[src/rtl/audio_pkg.sv]
`default_nettype none
// ============================================================================
// audio_pkg : constants shared by the audio input/output paths (9-bit samples)
// Revision  : 1.0
// ============================================================================
package audio_pkg;

  localparam int SAMPLE_W       = 9;
  localparam int DECIM_LOG2     = 9;
  localparam int EAR_HI_TH      = 288;
  localparam int EAR_LO_TH      = 224;
  localparam int AUDIO_MIDSCALE = 256;

  typedef logic [SAMPLE_W-1:0] sample_t;

endpackage : audio_pkg
`default_nettype wire

[src/rtl/ear_hysteresis.sv]
`default_nettype none
// ============================================================================
// ear_hysteresis : two-threshold slicer turning a sample stream into one bit
// Revision       : 1.0
// ============================================================================
module ear_hysteresis
  import audio_pkg::*;
#(
  parameter int W     = SAMPLE_W,
  parameter int HI_TH = EAR_HI_TH,
  parameter int LO_TH = EAR_LO_TH
) (
  input  logic         Clk,
  input  logic         Reset,
  input  logic [W-1:0] sample,
  input  logic         valid,
  output logic         Ear
);

  localparam logic [W-1:0] c_hi = W'(HI_TH);
  localparam logic [W-1:0] c_lo = W'(LO_TH);

  generate
    if (LO_TH >= HI_TH) begin : g_bad_thresholds
      $error("ear_hysteresis: LO_TH must be below HI_TH");
    end
  endgenerate

  logic r_ear;

  // Between the thresholds the previous decision holds.
  always_ff @(posedge Clk) begin
    if (Reset) begin
      r_ear <= 1'b0;
    end else if (valid) begin
      if (sample >= c_hi) begin
        r_ear <= 1'b1;
      end else if (sample <= c_lo) begin
        r_ear <= 1'b0;
      end
    end
  end

  assign Ear = r_ear;

endmodule : ear_hysteresis
`default_nettype wire

[src/rtl/sigma_delta_adc_ear.sv]
`default_nettype none
// ============================================================================
// sigma_delta_adc_ear : first-order sigma-delta ADC for the tape/EAR input,
//                       counting comparator ones over a 2^DECIM_LOG2 window
// Revision            : 1.0
// ============================================================================
module sigma_delta_adc_ear
  import audio_pkg::*;
#(
  parameter int DECIM_LOG2 = audio_pkg::DECIM_LOG2,
  parameter int HI_TH      = EAR_HI_TH,
  parameter int LO_TH      = EAR_LO_TH
) (
  input  logic                  Clk,
  input  logic                  Reset,
  input  logic                  CompIn,
  output logic                  FbOut,
  output logic [DECIM_LOG2-1:0] Sample,
  output logic                  SampleValid,
  output logic                  Ear
);

  (* ASYNC_REG = "TRUE" *) logic r_s1;
  (* ASYNC_REG = "TRUE" *) logic r_s2;
  (* IOB = "TRUE" *)       logic r_fb;

  logic [DECIM_LOG2-1:0] r_win_cnt;
  logic [DECIM_LOG2:0]   r_ones;
  logic [DECIM_LOG2-1:0] r_sample;
  logic                  r_valid;

  logic                  w_win_end;
  logic [DECIM_LOG2:0]   w_total;
  logic [DECIM_LOG2-1:0] w_sat;

  assign w_win_end = &r_win_cnt;
  assign w_total   = r_ones + {{DECIM_LOG2{1'b0}}, r_s2};
  // Only an all-ones window reaches 2^DECIM_LOG2, so the MSB alone flags overflow.
  assign w_sat     = w_total[DECIM_LOG2] ? {DECIM_LOG2{1'b1}} : w_total[DECIM_LOG2-1:0];

  always_ff @(posedge Clk) begin
    if (Reset) begin
      r_s1      <= 1'b0;
      r_s2      <= 1'b0;
      r_fb      <= 1'b0;
      r_win_cnt <= '0;
      r_ones    <= '0;
      r_sample  <= '0;
      r_valid   <= 1'b0;
    end else begin
      r_s1      <= CompIn;
      r_s2      <= r_s1;
      r_fb      <= CompIn;
      r_win_cnt <= r_win_cnt + 1'b1;
      r_valid   <= w_win_end;
      if (w_win_end) begin
        r_sample <= w_sat;
        r_ones   <= '0;
      end else begin
        r_ones   <= w_total;
      end
    end
  end

  ear_hysteresis #(
    .W     (DECIM_LOG2),
    .HI_TH (HI_TH),
    .LO_TH (LO_TH)
  ) u_ear_hysteresis (
    .Clk    (Clk),
    .Reset  (Reset),
    .sample (w_sat),
    .valid  (w_win_end),
    .Ear    (Ear)
  );

  assign FbOut       = r_fb;
  assign Sample      = r_sample;
  assign SampleValid = r_valid;

endmodule : sigma_delta_adc_ear
`default_nettype wire

[config.mk]
export PLATFORM = sky130hd
export DESIGN_NAME = sigma_delta_adc_ear
export DESIGN_NICKNAME = d
export VERILOG_FILES = /design/src/rtl/audio_pkg.sv /design/src/rtl/ear_hysteresis.sv /design/src/rtl/sigma_delta_adc_ear.sv
export SDC_FILE = /design/constraint.sdc
export NUM_CORES = 1
export LEC_CHECK = 0
export CORE_MARGIN = 8
export CORE_UTILIZATION = 50
export DETAILED_ROUTE_END_ITERATION = 7
export PLACE_DENSITY = 0.69
export SYNTH_ARGS = -nofsm -noshare
export SYNTH_HDL_FRONTEND = slang
export SYNTH_SLANG_ARGS = --single-unit
[constraint.sdc]
create_clock -name Clk -period 5.4 [get_ports Clk]
set_clock_uncertainty 0.05 [all_clocks]
set_input_delay 1.62 -clock Clk [delete_from_list [all_inputs] [get_ports Clk]]
set_output_delay 1.62 -clock Clk [all_outputs]
set_load 0.02 [all_outputs]
==> results of run 1 <==
## cell type report
cell class                 count  area [um2]
clock buffer                   6       51.30
clock inverter                 2       15.01
fill                         238        1097
inverter                       4       15.01
multi-input combinational    111       759.5
sequential                    32       640.6
tap                           31       38.79
timing repair buffer          14       140.1
## path summary, 6_finish.rpt
kind	slack, ns	endpoint	start	cells past startpoint
setup reg to reg	3.27	u_ear_hysteresis.Ear$_SDFFE_PP0P_	r_s2$_SDFF_PP0_	8
hold / removal	0.40	Sample[0]$_SDFFE_PP0P_	Sample[0]$_SDFFE_PP0P_	2
setup / recovery	2.34	Ear	u_ear_hysteresis.Ear$_SDFFE_PP0P_	1
hold reg to reg	0.40	Sample[0]$_SDFFE_PP0P_	Sample[0]$_SDFFE_PP0P_	2
## synth_stat cells, types with 2 or more instances
cell type and count:
ha_1 4, nor3b_1 2, nor2_1 22, inv_1 4, or2_2 2, mux2i_1 2
and2_1 3, xnor2_1 5, nand2_1 12, nand4_1 3, nor2b_1 4, clkbuf_1 2
dfxtp_1 32, buf_6 2, a21oi_1 7, nand3_1 4, a21o_1 4, o21ai_0 5
xor2_1 7
## metal layers
layer  GRT usage, %  vias up  routed length, um
met5              0        -                  0
met4          6.696        0                 45
met3          4.237        5                153
met2          18.17       16               1210
met1          13.90      494               1386
li1               -      556                  -
## state kept, by name, indices dropped and copies added, names as in the netlist
signal                count
u_ear_hysteresis.Ear      1
SampleValid               1
FbOut                     1
r_s2                      1
r_win_cnt                 9
r_ones                   10
Sample                    9
## logic make-up (layout without fill, tap and decap cells)
family / count (synthesis) / count (layout)
adders and majority gates: 4 / 4
and+or+nand+nor: 64 / 64
muxes: 2 / 2
xor gates and xnor gates: 14 / 14
DFF: 32 / 32
AOI/OAI and AO/OA: 27 / 27
buffers and inverters: 10 / 26
## power breakdown
group / internal, mW / switching [mW] / total, mW
sequential: 0.239 / 0.00214 / 0.241
clock: 0.0631 / 0.0865 / 0.150
combinational: 0.00542 / 0.00693 / 0.0123
## stage by stage
stage / hold WS [ns] / setup WS (ns) / area, um2 / instances / total power [mW]
after global placement: 0.3798 / 2.236 / 1594 / 192 / 0.2581
after global routing: 0.4311 / 2.313 / 1660 / 200 / 0.4173
final: 0.3983 / 2.343 / 1660 / 200 / 0.4032
after floorplan: 0.3760 / 3.153 / 1458 / 153 / 0.2546
after detailed placement: 0.3844 / 2.190 / 1594 / 192 / 0.2590
after CTS: 0.4024 / 2.338 / 1660 / 200 / 0.4069
==> results.json, run 1 <==
{
  "tightest_slew_ns": 0.5727,
  "synth_top_area_cell": "dfxtp_1",
  "clkSlewWorstSetupHoldPaths_ns": 0.10,
  "cp_top_family": "buffers and inverters",
  "drcViolationCount": 0,
  "yosysWarningCount": 0,
  "ys_types": 46,
  "hold_viol": 0,
  "gp_congestion": 0.8297,
  "drtIter0Drc": 31,
  "cts_buffer_depth": 2,
  "fp.dieH_um": 70.00,
  "port-buffer-count": 14,
  "syn_nets": 160,
  "max-vdd-ir-drop_mv": 0.2456,
  "drive_above_1_share_pct": 12.43,
  "critPathKind": "flop to primary output",
  "cts_made_buffers": 5,
  "syn_inst": 153,
  "synth_top_family_by_area": "simple AND/OR/NAND/NOR gates",
  "hp-class": "flop to flop",
  "final_cell_mix": "dfxtp_1, nor2_1, clkdlybuf4s50_1",
  "via_per_inst": 5.355,
  "cts_setup_buffers": 0,
  "hpwl_um": 2117,
  "maxCapViolations": 0,
  "synthSimpleGateAreaFrac_pct": 23.78,
  "cts_tree": "done",
  "syn_area_per_cell_um2": 9.527,
  "layout.nets": 175,
  "die-area_um2": 4899,
  "yosysSeqAreaShare_pct": 43.95,
  "crit_chain": "clkdlybuf4s50_1",
  "clock_sinks": 32,
  "dieWidth_um": 70.00,
  "setup_tns_ns": 0,
  "area.growth.synth_to_final_pct": 13.91,
  "rsz0062_at_grt": "false",
  "insertion_delay_ns": 0.34,
  "num_rows": 19,
  "fmaxAchievable_mhz": 327.1,
  "cts-htree-levels": 2,
  "ant_nets": 0,
  "cp_max_fo": 4,
  "drt-pass1-iter-count": 4,
  "setup_violations": 0,
  "grtUsageTotal_pct": 11.85,
  "synth.top_cell.area_share_pct": 43.95,
  "syn_area_um2": 1458,
  "end_kind": "primary output",
  "wirelength_um": 2795,
  "synth_compound_area_share_pct": 13.30,
  "path_buf_inv": 1,
  "slew_headroom_pct": 61.68,
  "vias": 1071,
  "start_util_pct": 52.86,
  "synth_edf_count": 0,
  "grt_pass1_vias": 1095,
  "grt_max_degree": 17,
  "grt_antenna_before_repair": 0,
  "async_flop_share_pct": 0,
  "synth_area_leaders": "dfxtp_1, nor2_1, xor2_1",
  "grt-ovfl-total": 0,
  "maxSlewViolCount": 0,
  "synthAdderAreaFrac_pct": 3.433,
  "period_needed_ns": 3.057,
  "final_util_pct": 60.21,
  "post-route-period-util_pct": 56.62,
  "io_pins": 15,
  "cp-start-kind": "flop",
  "crit_required_ns": 3.73,
  "cts_hold_buffers": 0,
  "synthFlopType": "dfxtp_1",
  "synth-seq-cells": 32,
  "critPathMaxStageDelay_ns": 0.64,
  "synthMuxAreaShare_pct": 1.373,
  "grt_pass1_wl_um": 4830,
  "cp.arrival_ns": 1.39,
  "power_density_nw_per_um2": 242.8,
  "core_um2": 2758,
  "status": "finished, final reports clean",
  "post_cts_resized": 0,
  "wl_per_cell_um": 13.98,
  "leakage_nw": 0.6693,
  "final_common_cell": "dfxtp_1",
  "synthXorXnorAreaFrac_pct": 10.21,
  "root_buffer": "clkbuf_4",
  "cpMaxStageDelayCell": "clkdlybuf4s50_1",
  "diodes": 0
}
Power figures use the tool's default switching activity.
==> run 2, diff against run 1 <==
Settings changed: CORE_UTILIZATION 50 to 49, PLACE_DENSITY 0.69 to 0.7.
Clock period 5.4 ns to 2.75 ns, I/O delays scaled along.
==> results.json, run 2 (synthesis results as in run 1) <==
{
  "power_mw": 0.7992,
  "setup_violations": 0,
  "root_buffer": "clkbuf_4",
  "drtIter0Drc": 72,
  "fmaxAchievable_mhz": 443.5,
  "start_util_pct": 52.41,
  "critPathKind": "flop to primary output",
  "status": "finished, final reports clean",
  "tightest_slew_ns": 0.5776,
  "slew_headroom_pct": 61.35,
  "wirelength_um": 2867,
  "cts_tree": "done",
  "period_needed_ns": 2.255,
  "insertion_delay_ns": 0.34,
  "path_buf_inv": 1,
  "setup_tns_ns": 0,
  "rsz0062_at_grt": "false",
  "crit_required_ns": 1.88,
  "grt_pass1_wl_um": 4974,
  "crit_chain": "clkdlybuf4s50_1",
  "cts-htree-levels": 2,
  "area.growth.synth_to_final_pct": 14.33,
  "core_um2": 2781,
  "grt-ovfl-total": 0,
  "post_cts_resized": 0,
  "cts_buffer_depth": 2,
  "max-vdd-ir-drop_mv": 0.3707,
  "cp_max_fo": 4,
  "grt_pass1_vias": 1072,
  "fp.dieH_um": 70.54,
  "maxCapViolations": 0,
  "cp.arrival_ns": 1.38,
  "drcViolationCount": 0,
  "clkSlewWorstSetupHoldPaths_ns": 0.09,
  "end_kind": "primary output",
  "hold_viol": 0,
  "drt-pass1-iter-count": 4,
  "cp_top_family": "buffers and inverters",
  "dieWidth_um": 70.54,
  "whs_ns": 0.4079,
  "diodes": 0,
  "largest_reg_flops": 10,
  "cts_hold_buffers": 0,
  "num_rows": 19,
  "cts_made_buffers": 5,
  "cpMaxStageDelayCell": "clkdlybuf4s50_1",
  "maxSlewViolCount": 0,
  "port-buffer-count": 14,
  "cts_setup_buffers": 0,
  "wl_per_cell_um": 14.34,
  "post-route-period-util_pct": 82.00,
  "critPathMaxStageDelay_ns": 0.63,
  "fill_cells": 250,
  "gp_congestion": 0.8540,
  "die-area_um2": 4976,
  "hp-class": "flop to flop",
  "final_cell_mix": "dfxtp_1, nor2_1, clkdlybuf4s50_1",
  "io_pins": 15,
  "cp-start-kind": "flop",
  "grt_antenna_before_repair": 0,
  "grt_max_degree": 13,
  "vias": 1106,
  "layout.nets": 176,
  "grtUsageTotal_pct": 12.18,
  "top_register": "r_ones",
  "final_common_cell": "dfxtp_1",
  "leakage_nw": 0.6810,
  "ant_nets": 0,
  "power_density_nw_per_um2": 479.6,
  "hpwl_um": 2165,
  "drive_above_1_share_pct": 12.43,
  "clock_sinks": 32,
  "via_per_inst": 5.530
}
[run 2: cell types whose count changed in the layout (fill, tap and decap cells not counted), sizes merged]
cell      before  now
buf            0    1
clkbuf         6    7
clkinvlp       2    0
[run 2: power by group]
| group | switching (mW) | total [mW] | leakage, nW | internal [mW] |
|---|---|---|---|---|
| logic | 0.0137 | 0.0252 | 0.385 | 0.0116 |
| clock network | 0.156 | 0.300 | 0.0374 | 0.145 |
| registers | 0.00435 | 0.474 | 0.259 | 0.469 |
[run 2: area by class of cell]
class | count | area, um2 | area share, %
inverter | 4 | 15.01 | 0.9009
tap | 31 | 38.79 | 2.327
sequential | 32 | 640.6 | 38.44
clock buffer | 7 | 65.06 | 3.904
timing repair buffer | 15 | 147.6 | 8.859
multi-input combinational | 111 | 759.5 | 45.57
[run 2: path summary, 6_finish.rpt]
path         slack (ns)  depth (start not counted)                                end                              start
max                0.49                          1                                Ear  u_ear_hysteresis.Ear$_SDFFE_PP0P_
min                0.41                          2             Sample[0]$_SDFFE_PP0P_             Sample[0]$_SDFFE_PP0P_
max reg2reg        0.61                          8  u_ear_hysteresis.Ear$_SDFFE_PP0P_                    r_s2$_SDFF_PP0_
min reg2reg        0.41                          2             Sample[0]$_SDFFE_PP0P_             Sample[0]$_SDFFE_PP0P_
[run 2: worst register-to-register path: cells and delay by family (launching register included)]
| family | cells | cell delay [ns] |
|---|---|---|
| adders and majority gates | 2 | 0.48 |
| DFF | 1 | 0.32 |
| AOI/OAI and AO/OA | 2 | 0.47 |
| xor gates and xnor gates | 1 | 0.35 |
| buffers and inverters | 1 | 0.11 |
| and+or+nand+nor | 2 | 0.27 |
[run 2: stage by stage]
stage	std cells	utilization [%]	cell area (um2)	setup slack (ns)
after CTS	200	59.92	1667	0.4853
final	200	59.92	1667	0.4950
after detailed placement	193	57.58	1602	0.6085
after global placement	193	57.58	1602	0.6321
after global routing	200	59.92	1667	0.4546
after floorplan	153	-	1458	0.9001
[run 2: metal layers]
metal | share of wire (%) | GRT usage [%] | up-vias | wire (um)
li1 | - | - | 559 | -
met1 | 50 | 15.56 | 520 | 1424
met2 | 42 | 17.71 | 20 | 1217
met3 | 5.3 | 4.463 | 7 | 153
met4 | 2.5 | 5.908 | 0 | 72
met5 | 0 | 0 | - | 0
==> run 3, diff against run 2 <==
Clock period 2.75 ns to 1.9 ns, I/O delays scaled along.
==> results.json, run 3 (synthesis results as in run 1) <==
{
  "cpMaxStageDelayCell": "or3_4",
  "clkPwrFrac_pct": 35.8,
  "pwr-share-seq_pct": 60.7,
  "hp-class": "flop to flop",
  "cts_tree": "done",
  "fmaxAchievable_mhz": 551.7,
  "cp-start-kind": "flop",
  "setup_violations": 0,
  "cp_top_family": "simple AND/OR/NAND/NOR gates",
  "start_util_pct": 52.41,
  "wl_per_cell_um": 13.68,
  "cts_hold_buffers": 0,
  "area.growth.synth_to_final_pct": 23.35,
  "via_per_inst": 5.481,
  "clkSlewWorstSetupHoldPaths_ns": 0.10,
  "cts_made_buffers": 5,
  "slew_headroom_pct": 61.73,
  "cp_max_fo": 4,
  "internal_power_mw": 0.8745,
  "fill_cells": 235,
  "dieWidth_um": 70.54,
  "period_needed_ns": 1.812,
  "wl_met2_um": 1301,
  "crit_chain": "ha_4, nand4_4, or3_4, xor2_4, nand2_2, o41ai_2, a21oi_2",
  "max-vdd-ir-drop_mv": 0.7341,
  "final_common_cell": "dfxtp_1",
  "cp.arrival_ns": 1.98,
  "end_kind": "flop",
  "final_cell_area_um2": 1798,
  "grt-ovfl-total": 0,
  "fp.dieH_um": 70.54,
  "vias": 1184,
  "gp_congestion": 0.8901,
  "num_rows": 19,
  "port-buffer-count": 14,
  "critPathMaxStageDelay_ns": 0.44,
  "drcViolationCount": 0,
  "hold_viol": 0,
  "drtIter0Drc": 43,
  "p_sw_share_pct": 22.65,
  "leakage_nw": 0.8266,
  "rsz0062_at_grt": "false",
  "placed_cell_area_um2": 1684,
  "hpwl_um": 2221,
  "clock_sinks": 32,
  "status": "finished, final reports clean",
  "p_sw_mw": 0.2561,
  "pwr-share-comb_pct": 3.5,
  "final_cell_mix": "dfxtp_1, nor2_1, buf_4",
  "largest_reg_flops": 10,
  "insertion_delay_ns": 0.32,
  "layout.nets": 191,
  "grt_pass1_vias": 1140,
  "path_buf_inv": 0,
  "grt_antenna_before_repair": 0,
  "cts-htree-levels": 2,
  "tightest_slew_ns": 0.5733,
  "die-area_um2": 4976,
  "critPathKind": "flop to flop",
  "maxSlewViolCount": 0,
  "top_layer": "met4",
  "crit_required_ns": 2.07,
  "core_um2": 2781,
  "cts_buffer_depth": 2,
  "root_buffer": "clkbuf_4",
  "whs_ns": 0.3986,
  "grtUsageTotal_pct": 12.34,
  "diodes": 0,
  "maxCapViolations": 0,
  "grt_pass1_wl_um": 5064,
  "io_pins": 15,
  "post-route-period-util_pct": 95.39,
  "wl_met3_um": 200,
  "top_register": "r_ones",
  "power_density_nw_per_um2": 628.8,
  "drive_above_1_share_pct": 23.24,
  "met1_length_um": 1399,
  "wirelength_um": 2954,
  "drt-pass1-iter-count": 4,
  "ant_nets": 0,
  "grt_max_degree": 13
}
run 3: cell types whose count changed in the layout (fill, tap and decap cells not counted), moves of 2 or more:
| cell | delta |
|---|---|
| ha_1 | -2 |
| dfxtp_2 | +2 |
| buf_4 | +15 |
| dlygate4sd2_1 | +11 |
| clkdlybuf4s50_1 | -12 |
| dfxtp_1 | -2 |
| clkinv_2 | +2 |
run 3: power by group through the flow:
| stage | sequential [mW] | clock (mW) | combinational (mW) |
|---|---|---|---|
| after global routing | 0.688 | 0.453 | 0.0442 |
| after global placement | 0.700 | 0 | 0.0367 |
| after detailed placement | 0.701 | 0 | 0.0378 |
| after CTS | 0.685 | 0.417 | 0.0381 |
| final | 0.687 | 0.405 | 0.0391 |
| after floorplan | 0.701 | 0 | 0.0225 |
run 3: area by class of cell:
| type | instances | area, um2 | share of cell area [%] |
|---|---|---|---|
| clock buffer | 6 | 51.30 | 2.853 |
| clock inverter | 2 | 10.01 | 0.5567 |
| inverter | 4 | 15.01 | 0.8351 |
| multi-input combinational | 111 | 790.8 | 43.98 |
| sequential | 32 | 643.1 | 35.77 |
| tap | 31 | 38.79 | 2.157 |
| timing repair buffer | 30 | 249.0 | 13.85 |
run 3: final timing paths:
path	startpoint	to	slack, ns	cells past startpoint
min	Sample[1]$_SDFFE_PP0P_	Sample[1]$_SDFFE_PP0P_	0.40	2
min reg2reg	Sample[1]$_SDFFE_PP0P_	Sample[1]$_SDFFE_PP0P_	0.40	2
max reg2reg	r_ones[0]$_SDFF_PP0_	u_ear_hysteresis.Ear$_SDFFE_PP0P_	0.09	7
max	r_ones[0]$_SDFF_PP0_	u_ear_hysteresis.Ear$_SDFFE_PP0P_	0.09	7
run 3: worst register-to-register path: cells and delay by family, from the launching register on:
| kind | cells | cell delay [ns] |
|---|---|---|
| simple gates | 3 | 0.59 |
| compound gates | 2 | 0.41 |
| flops | 1 | 0.35 |
| fa+ha+maj | 1 | 0.16 |
| xor+xnor | 1 | 0.15 |
run 3: metrics by stage:
stage | TNS, ns | cells | setup WS, ns | power, mW | utilization [%]
floorplan | 0 | 153 | 0.05014 | 0.7236 | -
global placement | -0.02531 | 204 | -0.02531 | 0.7370 | 60.55
detailed placement | -0.03068 | 204 | -0.03068 | 0.7384 | 60.55
CTS | -0.003438 | 216 | -0.003438 | 1.140 | 63.74
global route | 0 | 216 | 0.002962 | 1.185 | 64.64
finish | 0 | 216 | 0.08756 | 1.131 | 64.64
run 3: timing repair:
| action | in CTS | in global routing |
|---|---|---|
| pin swaps | 3 | 2 |
| resized for setup | 13 | 7 |
| setup endpoints to repair | 12 | 12 |
| setup buffers | 4 | 0 |
run 3: per-layer routing:
| layer | global-route usage, % | vias up |
|---|---|---|
| li1 | - | 590 |
| met1 | 15.37 | 561 |
| met2 | 18.41 | 26 |
| met3 | 4.603 | 7 |
| met4 | 5.908 | 0 |
| met5 | 0 | - |
==> patch: new RTL, settings of run 2 <==
Make the reset (`Reset`) asynchronous in 2 clocked blocks.
--- a/src/rtl/ear_hysteresis.sv
+++ b/src/rtl/ear_hysteresis.sv
@@ -29,7 +29,7 @@
   logic r_ear;
 
   // Between the thresholds the previous decision holds.
-  always_ff @(posedge Clk) begin
+  always_ff @(posedge Clk or posedge Reset) begin
     if (Reset) begin
       r_ear <= 1'b0;
     end else if (valid) begin
--- a/src/rtl/sigma_delta_adc_ear.sv
+++ b/src/rtl/sigma_delta_adc_ear.sv
@@ -38,7 +38,7 @@
   // Only an all-ones window reaches 2^DECIM_LOG2, so the MSB alone flags overflow.
   assign w_sat     = w_total[DECIM_LOG2] ? {DECIM_LOG2{1'b1}} : w_total[DECIM_LOG2-1:0];
 
-  always_ff @(posedge Clk) begin
+  always_ff @(posedge Clk or posedge Reset) begin
     if (Reset) begin
       r_s1      <= 1'b0;
       r_s2      <= 1'b0;
Formal check against the unedited RTL: differs if Reset is asserted again (counterexample within 4 cycles, from zero or initial values and one cycle with Reset high); with Reset held inactive, the same outputs for 10 cycles.
==> patch against run 2 <==
  * Wire length fell by 0.28%
  * Area after synthesis rose by 4.2%
  * Sequential cell count did not move
  * Die area rose by 3.2%
  * Core utilization fell by 2.4 points
  * Worst setup slack improved by 0.0071 ns
  * Cell area rose by 3.7%
Power is not compared: it rests on default switching activity, and its combinational part moved more than twofold at a synthesized area within 25%.
==> patch: results (changes against run 2) <==
Route
  • Vias/cell: 5.714 (+3.3%)
  • DRT Wirelength: 2859 um (-0.28%)
  • Routed len/inst: 15.45 um (+7.8%)

Global route
  • Vias in the first global route: 1075 (+0.28%)
  • First-pass GRT wire length: 5037 um (+1.3%)
  • Largest net degree at the start of global routing: 33 (+20)
  • Total GRT Usage: 12.54% (+0.37 points)

Synth
  • Cell with the most instances after synthesis: dfrtp_1
  • Post-synthesis cell type count: 40 (-13%)
  • Synth top cells by count: dfrtp_1 (32), nor2_1 (11), nand3_1 (9), xnor2_1 (9), xor2_1 (7)
  • FFs w/ async S/R, synth: 100.0% (+100 points)
  • Synth top area cells: dfrtp_1 (53%), xnor2_1 (5.2%), xor2_1 (4.0%), ha_1 (3.3%), nand3_1 (3.0%)
  • Main synth FF type: dfrtp_1
  • Sequential fraction of the synthesis area: 52.72% (+8.8 points)
  • Syn nets: 143 (-11%)

Finish
  • Layout cell share with drive strength beyond 1: 11.18% (-1.2 points)
  • Largest register FFs: 10 (unchanged)
  • Nets: 158 (-10%)
  • Fillers: 277 (+11%)

Critical path
  • RR Startpoint: r_s2
  • Worst r2r path cells: 6 (-2)
  • Reg2reg end: Sample[8]
  • Worst Setup SP: u_ear_hysteresis.Ear
  • R2R Setup Slk: 0.55 ns (-0.06 ns)

Placed design
  • Final RePlAce weighted congestion: 0.7475 (-12%)
  • Placed Cells incl. Taps: 177 (-8.3%)
  • DP HPWL: 2119 um (-2.1%)

Outcome
  • Status: complete, no violations

Timing
  • Worst-Margin Slew: 0.5233 ns (-0.05434 ns)
patch: cell types whose count changed after synthesis, moves of 3 or more:
cell / delta
dfrtp_1: +32
dfxtp_1: -32
nor2_1: -11
nand2_1: -7
a21oi_1: -5
nand3_1: +5
a21o_1: -4
o22a_1: +4
xnor2_1: +4
o21ai_0: -3
patch: worst min-delay path by stage:
stage | start | to | cells after the start
floorplan | r_win_cnt[7] | r_win_cnt[7] | 1
global placement | FbOut | r_s2 | 0
detailed placement | FbOut | r_s2 | 0
CTS | FbOut | r_s2 | 0
global route | FbOut | r_s2 | 0
finish | FbOut | r_s2 | 0
patch: logic make-up (layout without fill, tap and decap cells):
logic type,count (synthesis),after routing,share of synthesized area (%)
compound gates,18,18,9.061
xor+xnor,16,16,9.226
fa+ha+maj,4,4,3.295
buf+inv,11,27,3.953
flops,32,32,52.72
mux,5,5,3.789
simple gates,50,50,17.96
patch: cell type report:
cell class	instances	area, um^2	area share (%)
clock buffer	6	51.30	2.969
clock inverter	2	10.01	0.5793
inverter	3	11.26	0.6517
multi-input combinational	93	658.1	38.09
sequential	32	800.8	46.34
tap	33	41.29	2.390
timing repair buffer	16	155.1	8.979
patch: metrics by stage:
stage	power [mW]	area, um^2	hold slack, ns	worst slack (ns)
finish	1.101	1728	0.3276	0.5020
global placement	0.8298	1667	0.3073	0.6032
floorplan	0.8015	1519	0.3876	0.7701
detailed placement	0.8337	1667	0.3128	0.5472
global route	1.167	1728	0.3402	0.4041
CTS	1.109	1728	0.3330	0.4980
patch: routing by layer:
| metal | vias to the layer above | wire length [um] | track usage (%) |
|---|---|---|---|
| met5 | - | 0 | 0 |
| met4 | 0 | 48 | 7.710 |
| met3 | 5 | 100 | 3.626 |
| met2 | 16 | 1434 | 19.84 |
| met1 | 526 | 1275 | 14.62 |
| li1 | 510 | - | - |
patch: power by group through the flow:
stage | Combinational [mW] | Sequential, mW | Clock (mW)
floorplan | 0.248 | 0.554 | 0
global placement | 0.226 | 0.604 | 0
detailed placement | 0.228 | 0.605 | 0
CTS | 0.231 | 0.596 | 0.282
global route | 0.267 | 0.606 | 0.294
finish | 0.231 | 0.598 | 0.273
